## src/rtl/add_result_writer_pkg.sv

```systemverilog
// Shared types and constants for the ADD result writer: lane sizes, writer FSM
// state encodings and a ceiling-divide helper for vector counts.
package add_result_writer_pkg;

    localparam int INT8_SIZE  = 8;
    localparam int INT32_SIZE = 32;
    localparam int WR_STATE_W = 2;

    typedef enum logic [WR_STATE_W-1:0] {
        WR_IDLE = 2'd0,
        WR_RUN  = 2'd1,
        WR_DONE = 2'd2
    } wr_state_t;

    // Number of d-wide vectors needed to cover n elements.
    function automatic logic [31:0] ceil_div(input logic [31:0] n, input logic [31:0] d);
        return (n / d) + {31'd0, (n % d) != 32'd0};
    endfunction

endpackage

```

## src/rtl/add_result_writer_result_fifo.sv

```systemverilog
// Synchronous result FIFO. The head entry is read straight out of the storage
// registers, so a vector pushed in cycle N is visible at the head in cycle N+1.
module add_result_writer_result_fifo #(
    parameter int WIDTH = 64,
    parameter int DEPTH = 8
) (
    input  logic                     clk,
    input  logic                     rst,
    input  logic                     push,
    input  logic [WIDTH-1:0]         wdata,
    input  logic                     pop,
    output logic [WIDTH-1:0]         rdata,
    output logic                     full,
    output logic                     empty,
    output logic [$clog2(DEPTH):0]   count
);
    localparam int PTR_W = $clog2(DEPTH);

    logic [WIDTH-1:0] r_mem [DEPTH];
    logic [PTR_W-1:0] r_wr_ptr;
    logic [PTR_W-1:0] r_rd_ptr;
    logic [PTR_W:0]   r_count;

    always_ff @(posedge clk or negedge rst) begin
        if (!rst) begin
            r_wr_ptr <= '0;
            r_rd_ptr <= '0;
            r_count  <= '0;
        end else begin
            if (push) r_wr_ptr <= r_wr_ptr + 1'b1;
            if (pop)  r_rd_ptr <= r_rd_ptr + 1'b1;
            case ({push, pop})
                2'b10:   r_count <= r_count + 1'b1;
                2'b01:   r_count <= r_count - 1'b1;
                default: r_count <= r_count;
            endcase
        end
    end

    // Storage carries no reset; readers only look at it while non-empty.
    always_ff @(posedge clk) begin
        if (push) r_mem[r_wr_ptr] <= wdata;
    end

    assign rdata = r_mem[r_rd_ptr];
    assign full  = (r_count == (PTR_W+1)'(DEPTH));
    assign empty = (r_count == '0);
    assign count = r_count;

endmodule

```

## src/rtl/add_result_writer.sv

```systemverilog
// Absorbs the un-stallable ADD result stream, buffers it and writes it to SRAM.
// Optional feature macro: ADD_RESULT_WRITER_PERF_EN adds perf_stall_cycles.
module add_result_writer
    import add_result_writer_pkg::*;
#(
    parameter int MAX_VECTOR_SIZE = 8,
    parameter int ADDR_WIDTH      = 16,
    parameter int FIFO_DEPTH      = 8
) (
    input  logic                                 clk,
    input  logic                                 rst,
    input  logic                                 start,
    input  logic [ADDR_WIDTH-1:0]                base_addr,
    input  logic [INT32_SIZE-1:0]                num_elems,
    input  logic                                 issue_i,
    input  logic                                 valid_in,
    input  logic [INT8_SIZE*MAX_VECTOR_SIZE-1:0] data_in,
    output logic                                 stall_o,
    output logic                                 mem_we,
    output logic [ADDR_WIDTH-1:0]                mem_addr,
    output logic [INT8_SIZE*MAX_VECTOR_SIZE-1:0] mem_wdata,
    output logic [MAX_VECTOR_SIZE-1:0]           mem_wstrb,
    input  logic                                 mem_ready,
    output logic                                 busy,
    output logic                                 done,
    output logic                                 overflow_err,
`ifdef ADD_RESULT_WRITER_PERF_EN
    output logic [31:0]                          perf_stall_cycles,
`endif
    output logic [WR_STATE_W-1:0]                dbg_state
);
    localparam int DATA_W = INT8_SIZE * MAX_VECTOR_SIZE;
    localparam int CNT_W  = $clog2(FIFO_DEPTH) + 1;
    localparam int CRED_W = CNT_W + 1;
    localparam int LANE_W = $clog2(MAX_VECTOR_SIZE);

    wr_state_t           r_state;
    wr_state_t           w_next_state;
    logic [ADDR_WIDTH-1:0] r_addr;
    logic [31:0]         r_rem;
    logic [31:0]         r_vec_left;
    logic [CRED_W-1:0]   r_inflight;
    logic                r_stall;
    logic                r_overflow;

    logic                w_fifo_full;
    logic                w_fifo_empty;
    logic [CNT_W-1:0]    w_fifo_count;
    logic [DATA_W-1:0]   w_fifo_rdata;
    logic                w_we;
    logic                w_pop;
    logic                w_push;
    logic                w_drop;
    logic                w_last;
    logic                w_start;
    logic [CRED_W-1:0]   w_credit_sum;
    logic [MAX_VECTOR_SIZE-1:0] w_ones;
    logic [MAX_VECTOR_SIZE-1:0] w_strb;

    add_result_writer_result_fifo #(
        .WIDTH (DATA_W),
        .DEPTH (FIFO_DEPTH)
    ) u_fifo (
        .clk   (clk),
        .rst   (rst),
        .push  (w_push),
        .wdata (data_in),
        .pop   (w_pop),
        .rdata (w_fifo_rdata),
        .full  (w_fifo_full),
        .empty (w_fifo_empty),
        .count (w_fifo_count)
    );

    assign w_start = (r_state == WR_IDLE) && start;
    assign w_we    = (r_state == WR_RUN) && !w_fifo_empty;
    assign w_pop   = w_we && mem_ready;
    // A full FIFO still accepts when the head leaves in the same cycle.
    assign w_push  = valid_in && (r_state == WR_RUN) && (r_vec_left != 32'd0)
                     && (!w_fifo_full || w_pop);
    assign w_drop  = valid_in && !w_push;
    assign w_last  = (r_rem <= 32'(MAX_VECTOR_SIZE));

    assign w_ones  = '1;
    assign w_strb  = (r_rem >= 32'(MAX_VECTOR_SIZE)) ? w_ones
                                                     : ~(w_ones << r_rem[LANE_W-1:0]);
    assign w_credit_sum = CRED_W'(w_fifo_count) + r_inflight;

    always_comb begin
        w_next_state = r_state;
        case (r_state)
            WR_IDLE: if (start) w_next_state = (num_elems == '0) ? WR_DONE : WR_RUN;
            WR_RUN:  if (w_pop && w_last) w_next_state = WR_DONE;
            WR_DONE: w_next_state = WR_IDLE;
            default: w_next_state = WR_IDLE;
        endcase
    end

    always_ff @(posedge clk or negedge rst) begin
        if (!rst) begin
            r_state    <= WR_IDLE;
            r_addr     <= '0;
            r_rem      <= '0;
            r_vec_left <= '0;
            r_inflight <= '0;
            r_stall    <= 1'b0;
            r_overflow <= 1'b0;
        end else begin
            r_state <= w_next_state;
            r_stall <= (w_credit_sum >= CRED_W'(FIFO_DEPTH - 1));

            case ({issue_i, valid_in})
                2'b10:   r_inflight <= r_inflight + 1'b1;
                2'b01:   if (r_inflight != '0) r_inflight <= r_inflight - 1'b1;
                default: r_inflight <= r_inflight;
            endcase

            if (w_start) begin
                r_addr     <= base_addr;
                r_rem      <= num_elems;
                r_vec_left <= ceil_div(num_elems, 32'(MAX_VECTOR_SIZE));
                r_overflow <= 1'b0;
            end else begin
                if (w_pop) begin
                    r_addr <= r_addr + 1'b1;
                    r_rem  <= w_last ? 32'd0 : r_rem - 32'(MAX_VECTOR_SIZE);
                end
                if (w_push) r_vec_left <= r_vec_left - 32'd1;
            end
            // A drop in the start cycle is still reported for the new job.
            if (w_drop) r_overflow <= 1'b1;
        end
    end

`ifdef ADD_RESULT_WRITER_PERF_EN
    logic [31:0] r_perf;

    // One increment per cycle in which either back-pressure source is active.
    always_ff @(posedge clk or negedge rst) begin
        if (!rst) begin
            r_perf <= '0;
        end else if (w_start) begin
            r_perf <= '0;
        end else if ((w_we && !mem_ready) || r_stall) begin
            if (r_perf != 32'hFFFF_FFFF) r_perf <= r_perf + 32'd1;
        end
    end

    assign perf_stall_cycles = r_perf;
`endif

    assign stall_o      = r_stall;
    assign mem_we       = w_we;
    assign mem_addr     = w_we ? r_addr : '0;
    assign mem_wdata    = w_we ? w_fifo_rdata : '0;
    assign mem_wstrb    = w_we ? w_strb : '0;
    assign busy         = (r_state != WR_IDLE);
    assign done         = (r_state == WR_DONE);
    assign overflow_err = r_overflow;
    assign dbg_state    = r_state;

endmodule
```

## config.mk

```make
export PLATFORM = sky130hd
export DESIGN_NAME = add_result_writer
export DESIGN_NICKNAME = d
export VERILOG_FILES = /design/src/rtl/add_result_writer_pkg.sv /design/src/rtl/add_result_writer_result_fifo.sv /design/src/rtl/add_result_writer.sv
export SDC_FILE = /design/constraint.sdc
export NUM_CORES = 1
export LEC_CHECK = 0
export CAP_MARGIN = 20
export CORE_MARGIN = 2
export CORE_UTILIZATION = 63
export DETAILED_ROUTE_END_ITERATION = 7
export MAX_ROUTING_LAYER = met4
export PLACE_DENSITY_LB_ADDON = 0.05
export RECOVER_POWER = 50
export SLEW_MARGIN = 20
export SYNTH_ARGS = -nofsm -noshare
export SYNTH_HDL_FRONTEND = slang
export SYNTH_SLANG_ARGS = --single-unit
```

## constraint.sdc

```tcl
create_clock -name clk -period 17 [get_ports clk]
set_input_delay 4.25 -clock clk [delete_from_list [all_inputs] [get_ports clk]]
set_output_delay 4.25 -clock clk [all_outputs]
set_load 0.02 [all_outputs]
```

* Yosys cells after proc, flatten, opt, wreduce, memory -nomap -nowiden
Memory sizes are Yosys's and may differ from the RTL's. Cells that the tools add are included.
Word-level totals: memories 1, input port bits 118, register bits after elaboration 99, RAM bits 512, output and inout bits 95, latch bits 0, logic and storage cells 85, ROM bits 0
Cells by class: add/subtract/negate cells 11, equality and inequality tests 10, multiplexer cells 22, bitwise operators 1, $mul 0, order comparisons 3, divide/modulo/power cells 0, shift-type cells 1, reduce and logical (&&, ||, !) cells 26
Memories:
- u_fifo.r_mem | words 8, bits a word 64, read ports 1, clocked after memory_dff 0, write ports 1, line add_result_writer_result_fifo.sv:19 | logic [WIDTH-1:0] r_mem [DEPTH];
Operator list (number):
- $mux W32 | 5
- $mux W64 | 1
- $reduce_bool A32 Y1 | 2
- $mux W16 | 3
- $ge A32 B4 Y1 const B | 1
- $le A32 B4 Y1 const B | 1
- $logic_not A32 Y1 | 1
- $sub A32 B1 Y32 const B | 1
- $sub A32 B4 Y32 const B | 1
- $add A29 B1 Y30 | 1
- $add A16 B1 Y16 const B | 1
- $mux W8 | 2
- $reduce_bool A2 Y1 | 6
- $pmux W5 S2 | 1
- $logic_and A1 B1 Y1 | 8
- $not A8 Y8 | 1
- $pmux W4 S2 | 1
- $shl A8 B3 Y8 const A | 1
- $add A3 B1 Y3 const B | 2
- $eq A2 B1 Y1 const B | 3
- $eq A2 B2 Y1 const B | 3
- $mux W2 | 3
- $add A4 B5 Y5 | 1
- $add A5 B1 Y5 const B | 1
- 16 further kinds | 23

* Logic depth before layout (Yosys ltp)
Gate-level depths: netlist (run 1).
depth in word-level cells 9, mapped depth 14, gate-level depth less buffers 13

* Modules after synthesis
Synthesis (run 1) repeated with hierarchy kept, for this count alone.
Unflattened totals: cell total of the unflattened synthesis 1604, area, all modules 26375.3 um2
Modules (own cells, without submodules):
- add_result_writer_result_fifo | times used 1, sequential area each 15625.0 um2, area each 19767.7 um2, cells an instance 793
- add_result_writer | times used 1, sequential area each 2227.1 um2, area each 6607.6 um2, cells an instance 811

* Least setup slack after synthesis (run 1)
OpenSTA, ideal clock, no wires.
path kind input to register, start input port valid_in, end memory u_fifo.r_mem[2][0] (enable), stages 5, setup slack 4.657 ns, required time 16.334 ns, setup time 0.666 ns, arrival time 11.677 ns, path buffers 1, cells stage by stage nand3b_1 -> a31oi_1 -> o31ai_4 -> buf_2 -> nor4b_1
On the way: longest elaborated chain between the ends 5
RTL lines:
- from (decl) | line add_result_writer.sv:16 | input logic valid_in,
- $logic_and A1 B1 Y1 (2 in series) | line add_result_writer.sv:79 | assign w_push = valid_in && (r_state == WR_RUN) && (r_vec_left != 32'd0)
- $logic_and A1 B1 Y1 | line add_result_writer.sv:80 | && (!w_fifo_full || w_pop);
- $mux W1 | line add_result_writer_result_fifo.sv:42 | if (push) r_mem[r_wr_ptr] <= wdata;
- $mux W1 (implied by the code) | line add_result_writer_result_fifo.sv:42
- to (decl) | line add_result_writer_result_fifo.sv:19
Every way passes these cells.

* Worst setup path after layout (run 1)
start register u_fifo.r_rd_ptr[0], end output port mem_wdata[1]
On the way: longest elaborated chain between the ends 2
RTL lines:
- from (decl) | line add_result_writer_result_fifo.sv:21 | logic [PTR_W-1:0] r_rd_ptr;
- from (signal assigned) | line add_result_writer_result_fifo.sv:31 | if (pop) r_rd_ptr <= r_rd_ptr + 1'b1;
- $mem_v2 Z8 W64
- $mux W64 | line add_result_writer.sv:155 | assign mem_wdata = w_we ? w_fifo_rdata : '0;
- to (decl) | line add_result_writer.sv:21 | output logic [INT8_SIZE*MAX_VECTOR_SIZE-1:0] mem_wdata,
Every way passes these cells.

==> results.sh, run 1 <==
export IMPL_run_status="complete, but fails checks"
export IMPL_violations="capacitance limit, slew limit"
export IMPL_hold_slack_ns=0.501
export IMPL_critical_path_slowest_cell="dfrtp_4"
export IMPL_clk_latency_ns=0.62
export IMPL_leakage_nw=10.4
export IMPL_path_class="reg -> out"
export IMPL_yosysWarnings=0
export IMPL_syn_area_um2=25900
export IMPL_synth_cells=1583
export IMPL_fp_row_count=74
export IMPL_final_cell_mix="edfxtp_1 (512), clkdlybuf4s50_1 (142), mux4_2 (128), nor2_1 (127), dfrtp_1 (96)"
export IMPL_dr_wl_met2_um=28700
export IMPL_fmax_ghz=0.112
export IMPL_critical_path_max_stage_delay_ns=0.89
export IMPL_hold_viol=0
export IMPL_ctsResizeCount=0
export IMPL_slew_viol_final=229
export IMPL_postCtsHoldBufs=0
export IMPL_synth_seq_cells=611
export IMPL_filler_cell_count=2495
export IMPL_clk_pin_slew_ns=0.06
export IMPL_postRouteAntennaNets=0
export IMPL_cts_tree="done"
export IMPL_synth_edff_count=512
export IMPL_overflow=0
export IMPL_path_cells="buf_4 > buf_16 > buf_4 > mux4_2 > mux2i_1 > nor2_1 > clkdlybuf4s50_1"
export IMPL_synth_area_leader_cell="edfxtp_1"
export IMPL_grtUsageTotal_pct=28.3
export IMPL_dpl_cell_count=2276
export IMPL_wire_per_inst_um=24.2
export IMPL_antenna_found_initial=10
export IMPL_viasPerCell=6.37
export IMPL_synth_fp_nets=1720
export IMPL_cts_made_buffers=59
export IMPL_cts_sinks=611
export IMPL_hold_path_class="reg -> reg"
export IMPL_root_buffer="clkbuf_16"
export IMPL_die_x_um=207
export IMPL_hpwl_um=33100
export IMPL_stdcell_count=2388
export IMPL_drc=0
export IMPL_crit_path_end_kind="output port"
export IMPL_nets=1943
export IMPL_setup_viol=0
export IMPL_worstRegToRegCells=7
export IMPL_ys_types=67
export IMPL_die_area_um2=42800
export IMPL_start_util_pct=63.6
export IMPL_start_kind="flip-flop"
export IMPL_drive_gt1_share_pct=13.9
export IMPL_h_tree_depth=2
export IMPL_synth_area_per_cell_um2=16.4
export IMPL_yosysTopAreaCellShare_pct=59.3
export IMPL_cp_max_fo=47
export IMPL_core_area_um2=40700
export IMPL_min_period_ns=8.91
export IMPL_drt_met1_wl_um=23500
export IMPL_drtIter0Drc=1277
export IMPL_grt_pass1_vias=15120
export IMPL_synth_area_leaders="edfxtp_1 (59%), mux4_2 (11%), dfrtp_1 (9.6%), mux2i_1 (2.9%), nor2_1 (1.9%)"
export IMPL_crit_top_cell="buf_4"
export IMPL_yosysSeqAreaShare_pct=68.9
export IMPL_synth_async_reset_ratio_pct=16.2
export IMPL_finalClockSkew_ns=0.0232
export IMPL_port_buffers=212
export IMPL_peakVddDrop_mv=0.130
export IMPL_cp_required_ns=12.75
export IMPL_top_layer_used="met4"
export IMPL_grt_pass1_wl_um=87400
export IMPL_synthFlopType="edfxtp_1"
export IMPL_die_h_um=207
export IMPL_finalWirelength_um=57900
export IMPL_clockBufferDepth=3
export IMPL_syn2layout_area_growth_pct=17.9
export IMPL_mostFrequentLayoutCell="edfxtp_1"
export IMPL_globalplace_congestion=0.923
export IMPL_grt_max_degree=75
export IMPL_powerDensity_nw_per_um2=170
export IMPL_post_cts_buffers=0
export IMPL_min_path_cells=1
export IMPL_dr_pass1_iters=7
export IMPL_vias=15202
export IMPL_rsz0062_at_grt="no"
export IMPL_fin_total_pwr_w=0.00520
export IMPL_finalCritPeriodShare_pct=52.4
export IMPL_tightestPinTransition_ns=3.22
export IMPL_pin_count=213
export IMPL_maxSlewHeadroom_pct=-115
export IMPL_drv_cap=5
export IMPL_tns_ns=0
export IMPL_met3_length_um=4390
export IMPL_worstPathArrival_ns=4.66
==> per-layer routing <==
metal / vias up / GRT usage [%]
li1: 6678 / -
met4: 0 / 8.18
met1: 7818 / 38.1
met3: 105 / 5.56
met2: 601 / 44.7
met5: - / -
==> layout make-up <==
class                      count  area, um^2  area share (%)
antenna                       10        25.0          0.0819
clock buffer                  78        1620            5.31
clock inverter                23         246           0.807
inverter                      22        82.6           0.270
multi-input combinational    872        7710            25.2
sequential                   611       17900            58.5
tap                          532         666            2.18
timing repair buffer         240        2330            7.63
==> flip-flops by register name, summed over array words and instances (netlist names) <==
| register | count |
|---|---|
| u_fifo.count | 4 |
| r_vec_left | 32 |
| u_fifo.r_wr_ptr | 3 |
| u_fifo.r_rd_ptr | 3 |
| r_addr | 16 |
| stall_o | 1 |
| r_rem | 32 |
| r_inflight | 5 |
| overflow_err | 1 |
| dbg_state | 2 |
| u_fifo.r_mem | 512 |
==> critical path, delay by kind of cell, from the launching register on <==
kind	cells	cell delay, ns
buffers and inverters	4	2.18
flip-flops	1	0.89
multiplexers	2	0.83
AND/OR/NAND/NOR	1	0.09
==> per-stage QoR <==
step	setup WS [ns]	utilization (%)	cell area, um^2
6_report	8.09	75.0	30500
3_5_place_dp	8.37	70.3	28700
2_1_floorplan	4.66	-	25900
4_1_cts	7.72	74.9	30500
3_3_place_gp	8.41	70.3	28700
5_1_grt	7.11	75.0	30500
==> power breakdown <==
| part | total, W | switching [W] | internal, W | leakage [nW] |
|---|---|---|---|---|
| Clock | 0.00127 | 0.000535 | 0.000739 | 0.920 |
| Combinational | 0.00181 | 0.000951 | 0.000862 | 3.61 |
| Sequential | 0.00211 | 0.000216 | 0.00189 | 5.84 |
==> kinds of logic (layout without fill, tap and decap cells) <==
logic type | after synthesis | in the layout | synth area share [%]
mux | 206 | 206 | 14.2
buf+inv | 100 | 363 | 1.51
xor+xnor | 78 | 78 | 2.64
compound gates | 148 | 148 | 3.77
flops | 611 | 611 | 68.9
fa+ha+maj | 19 | 19 | 1.00
other cells | 0 | 10 | 0
simple gates | 421 | 421 | 8.02
==> worst paths after layout <==
check | to | slack (ns) | from
worst max-delay path | mem_wdata[1] | 8.09 | u_fifo.r_rd_ptr[0]
worst min register to register | overflow_err | 0.50 | overflow_err
worst min-delay path | overflow_err | 0.50 | overflow_err
min in group asynchronous | stall_o | 4.36 | rst
worst max register to register | r_vec_left[29] | 12.06 | dbg_state[0]
max in group asynchronous | u_fifo.r_rd_ptr[0] | 8.19 | rst
==> cell usage after synthesis (3+ instances only) <==
master,instances
nand3_1,44
nand2_1,90
and4_1,7
ha_1,16
inv_1,22
nor4b_1,3
clkbuf_1,45
a22oi_1,10
a21oi_1,43
or2_2,3
fa_1,3
o21ai_0,36
edfxtp_1,512
a21o_1,5
a31oi_1,6
nor3_1,32
nand4_1,9
nand2b_1,6
mux2i_1,76
o211ai_1,8
o311ai_0,7
or3_1,13
o31ai_1,5
a221oi_1,3
buf_1,27
nand3b_1,5
xor2_1,34
nor2b_1,4
and3_1,21
or4_1,10
mux4_2,128
nand4b_1,5
a221o_1,3
dfrtp_1,99
xnor2_1,44
buf_2,4
nor2_1,128
nor4_1,30
Power figures use the tool's default switching activity.
==> inputs of run 2 (changes only) <==
--- a/config.mk
+++ b/config.mk
@@ -7,7 +7,7 @@
 export LEC_CHECK = 0
 export CAP_MARGIN = 20
 export CORE_MARGIN = 2
-export CORE_UTILIZATION = 63
+export CORE_UTILIZATION = 58
 export DETAILED_ROUTE_END_ITERATION = 7
 export MAX_ROUTING_LAYER = met4
 export PLACE_DENSITY_LB_ADDON = 0.05
==> constraint.sdc (replaced) <==
create_clock -name clk -period 8.4 [get_ports clk]
set_input_delay 2.1 -clock clk [delete_from_list [all_inputs] [get_ports clk]]
set_output_delay 2.1 -clock clk [all_outputs]
set_load 0.02 [all_outputs]
==> results.sh, run 2 (synthesis results as in run 1) <==
export IMPL_dpl_cell_count=2337
export IMPL_worstPathArrival_ns=6.77
export IMPL_rr_endpoint="r_vec_left[23]"
export IMPL_tightestPinTransition_ns=2.91
export IMPL_fin_util_pct=69.8
export IMPL_fmax_ghz=0.156
export IMPL_post_cts_buffers=0
export IMPL_hpwl_um=33700
export IMPL_stdcell_count=2459
export IMPL_die_area_um2=46400
export IMPL_grtUsageTotal_pct=25.4
export IMPL_powerDensity_nw_per_um2=344
export IMPL_mostFrequentLayoutCell="edfxtp_1"
export IMPL_pin_count=213
export IMPL_clockBufferDepth=3
export IMPL_postCtsHoldBufs=0
export IMPL_ctsResizeCount=0
export IMPL_finalWirelength_um=56700
export IMPL_root_buffer="clkbuf_16"
export IMPL_fin_total_pwr_w=0.0106
export IMPL_setup_viol=0
export IMPL_antenna_found_initial=11
export IMPL_hold_viol=0
export IMPL_cp_max_fo=42
export IMPL_reg2reg_slack_ns=3.40
export IMPL_finalCritPeriodShare_pct=76.4
export IMPL_clk_latency_ns=0.62
export IMPL_cp_required_ns=8.75
export IMPL_largest_register="u_fifo.r_mem"
export IMPL_hold_slack_ns=0.505
export IMPL_syn2layout_area_growth_pct=18.8
export IMPL_worstRegToRegCells=6
export IMPL_largestRegisters="u_fifo.r_mem: 512 flops, r_rem: 32 flops, r_vec_left: 32 flops"
export IMPL_vias=14977
export IMPL_start_util_pct=58.7
export IMPL_core_area_um2=44100
export IMPL_wire_per_inst_um=23.1
export IMPL_violations="capacitance limit, slew limit"
export IMPL_clk_pin_slew_ns=0.06
export IMPL_grt_pass1_wl_um=87000
export IMPL_timing_rr_start="dbg_state[0]"
export IMPL_leakage_nw=10.4
export IMPL_maxSlewHeadroom_pct=-93.8
export IMPL_crit_path_start="start"
export IMPL_drive_gt1_share_pct=14.2
export IMPL_final_cell_mix="edfxtp_1 (512), clkdlybuf4s50_1 (142), mux4_2 (128), nor2_1 (127), dfrtp_1 (96)"
export IMPL_cts_sinks=611
export IMPL_nets=1945
export IMPL_fp_row_count=77
export IMPL_critical_path_slowest_cell="nor2_1"
export IMPL_die_x_um=215
export IMPL_grt_pass1_vias=15039
export IMPL_crit_path_end_kind="flip-flop"
export IMPL_rsz0062_at_grt="no"
export IMPL_hold_path_class="reg -> reg"
export IMPL_overflow=0
export IMPL_postRouteAntennaNets=0
export IMPL_cts_tree="done"
export IMPL_grt_max_degree=77
export IMPL_path_class="in -> reg"
export IMPL_drtIter0Drc=1228
export IMPL_finalClockSkew_ns=0.0154
export IMPL_worstSetupEndpoint="r_vec_left[23]"
export IMPL_path_cells="dlygate4sd3_1 > nand2b_1 > nor2_1 > clkbuf_1 > nand2_1 > o21ai_0 > a21oi_1"
export IMPL_drc=0
export IMPL_min_period_ns=6.42
export IMPL_peakVddDrop_mv=0.241
export IMPL_drv_cap=5
export IMPL_viasPerCell=6.09
export IMPL_critical_path_max_stage_delay_ns=1.74
export IMPL_start_kind="input port"
export IMPL_globalplace_congestion=0.894
export IMPL_run_status="complete, but fails checks"
export IMPL_dr_pass1_iters=7
export IMPL_tns_ns=0
export IMPL_port_buffers=212
export IMPL_h_tree_depth=2
export IMPL_largest_reg_flops=512
export IMPL_slew_viol_final=191
export IMPL_cts_made_buffers=60
export IMPL_die_h_um=215
run 2: cell count changes in the layout (fill, tap and decap cells not counted), sizes merged:
cell,change
buf,+2
bufinv,+4
clkbuf,-9
clkinv,+12
clkinvlp,+2
run 2: critical path: cells and delay by family:
family	cells	cell delay, ns
buffers and inverters	2	2.03
AO/OA/AOI/OAI	2	0.54
AND/OR/NAND/NOR	3	2.08
run 2: stage by stage:
step                area [um^2]  worst slack, ns
floorplan                 25900           -0.130
global placement          28800             2.88
detailed placement        28800             2.90
CTS                       30800             2.23
global route              30800             1.44
finish                    30800             1.98
run 2: how the worst min path moves through the flow:
| stage | cells past startpoint | slack, ns | endpoint | startpoint |
|---|---|---|---|---|
| after floorplan | 1 | 0.48 | r_inflight[4] | r_inflight[4] |
| final | 1 | 0.51 | overflow_err | overflow_err |
| after detailed placement | 1 | 0.49 | overflow_err | overflow_err |
| after global routing | 1 | 0.51 | overflow_err | overflow_err |
| after CTS | 1 | 0.51 | overflow_err | overflow_err |
| after global placement | 1 | 0.49 | overflow_err | overflow_err |
run 2: where the power goes:
part / total (W) / internal, W / switching (W)
logic: 0.00362 / 0.00174 / 0.00188
clock network: 0.00270 / 0.00160 / 0.00111
registers: 0.00427 / 0.00383 / 0.000441
total: 0.0106 / 0.00717 / 0.00343
run 2: metal layers:
layer,track usage (%),wire length (um)
met4,7.13,1290
met1,34.7,24200
met3,5.10,3910
met5,-,0
met2,39.4,27300
run 2: final cells by class:
type	count	area (um^2)
sequential	611	17900
fill	3044	13300
multi-input combinational	872	7740
timing repair buffer	241	2340
clock buffer	70	1560
tap	592	741
clock inverter	41	430
inverter	22	82.6
antenna	10	25.0
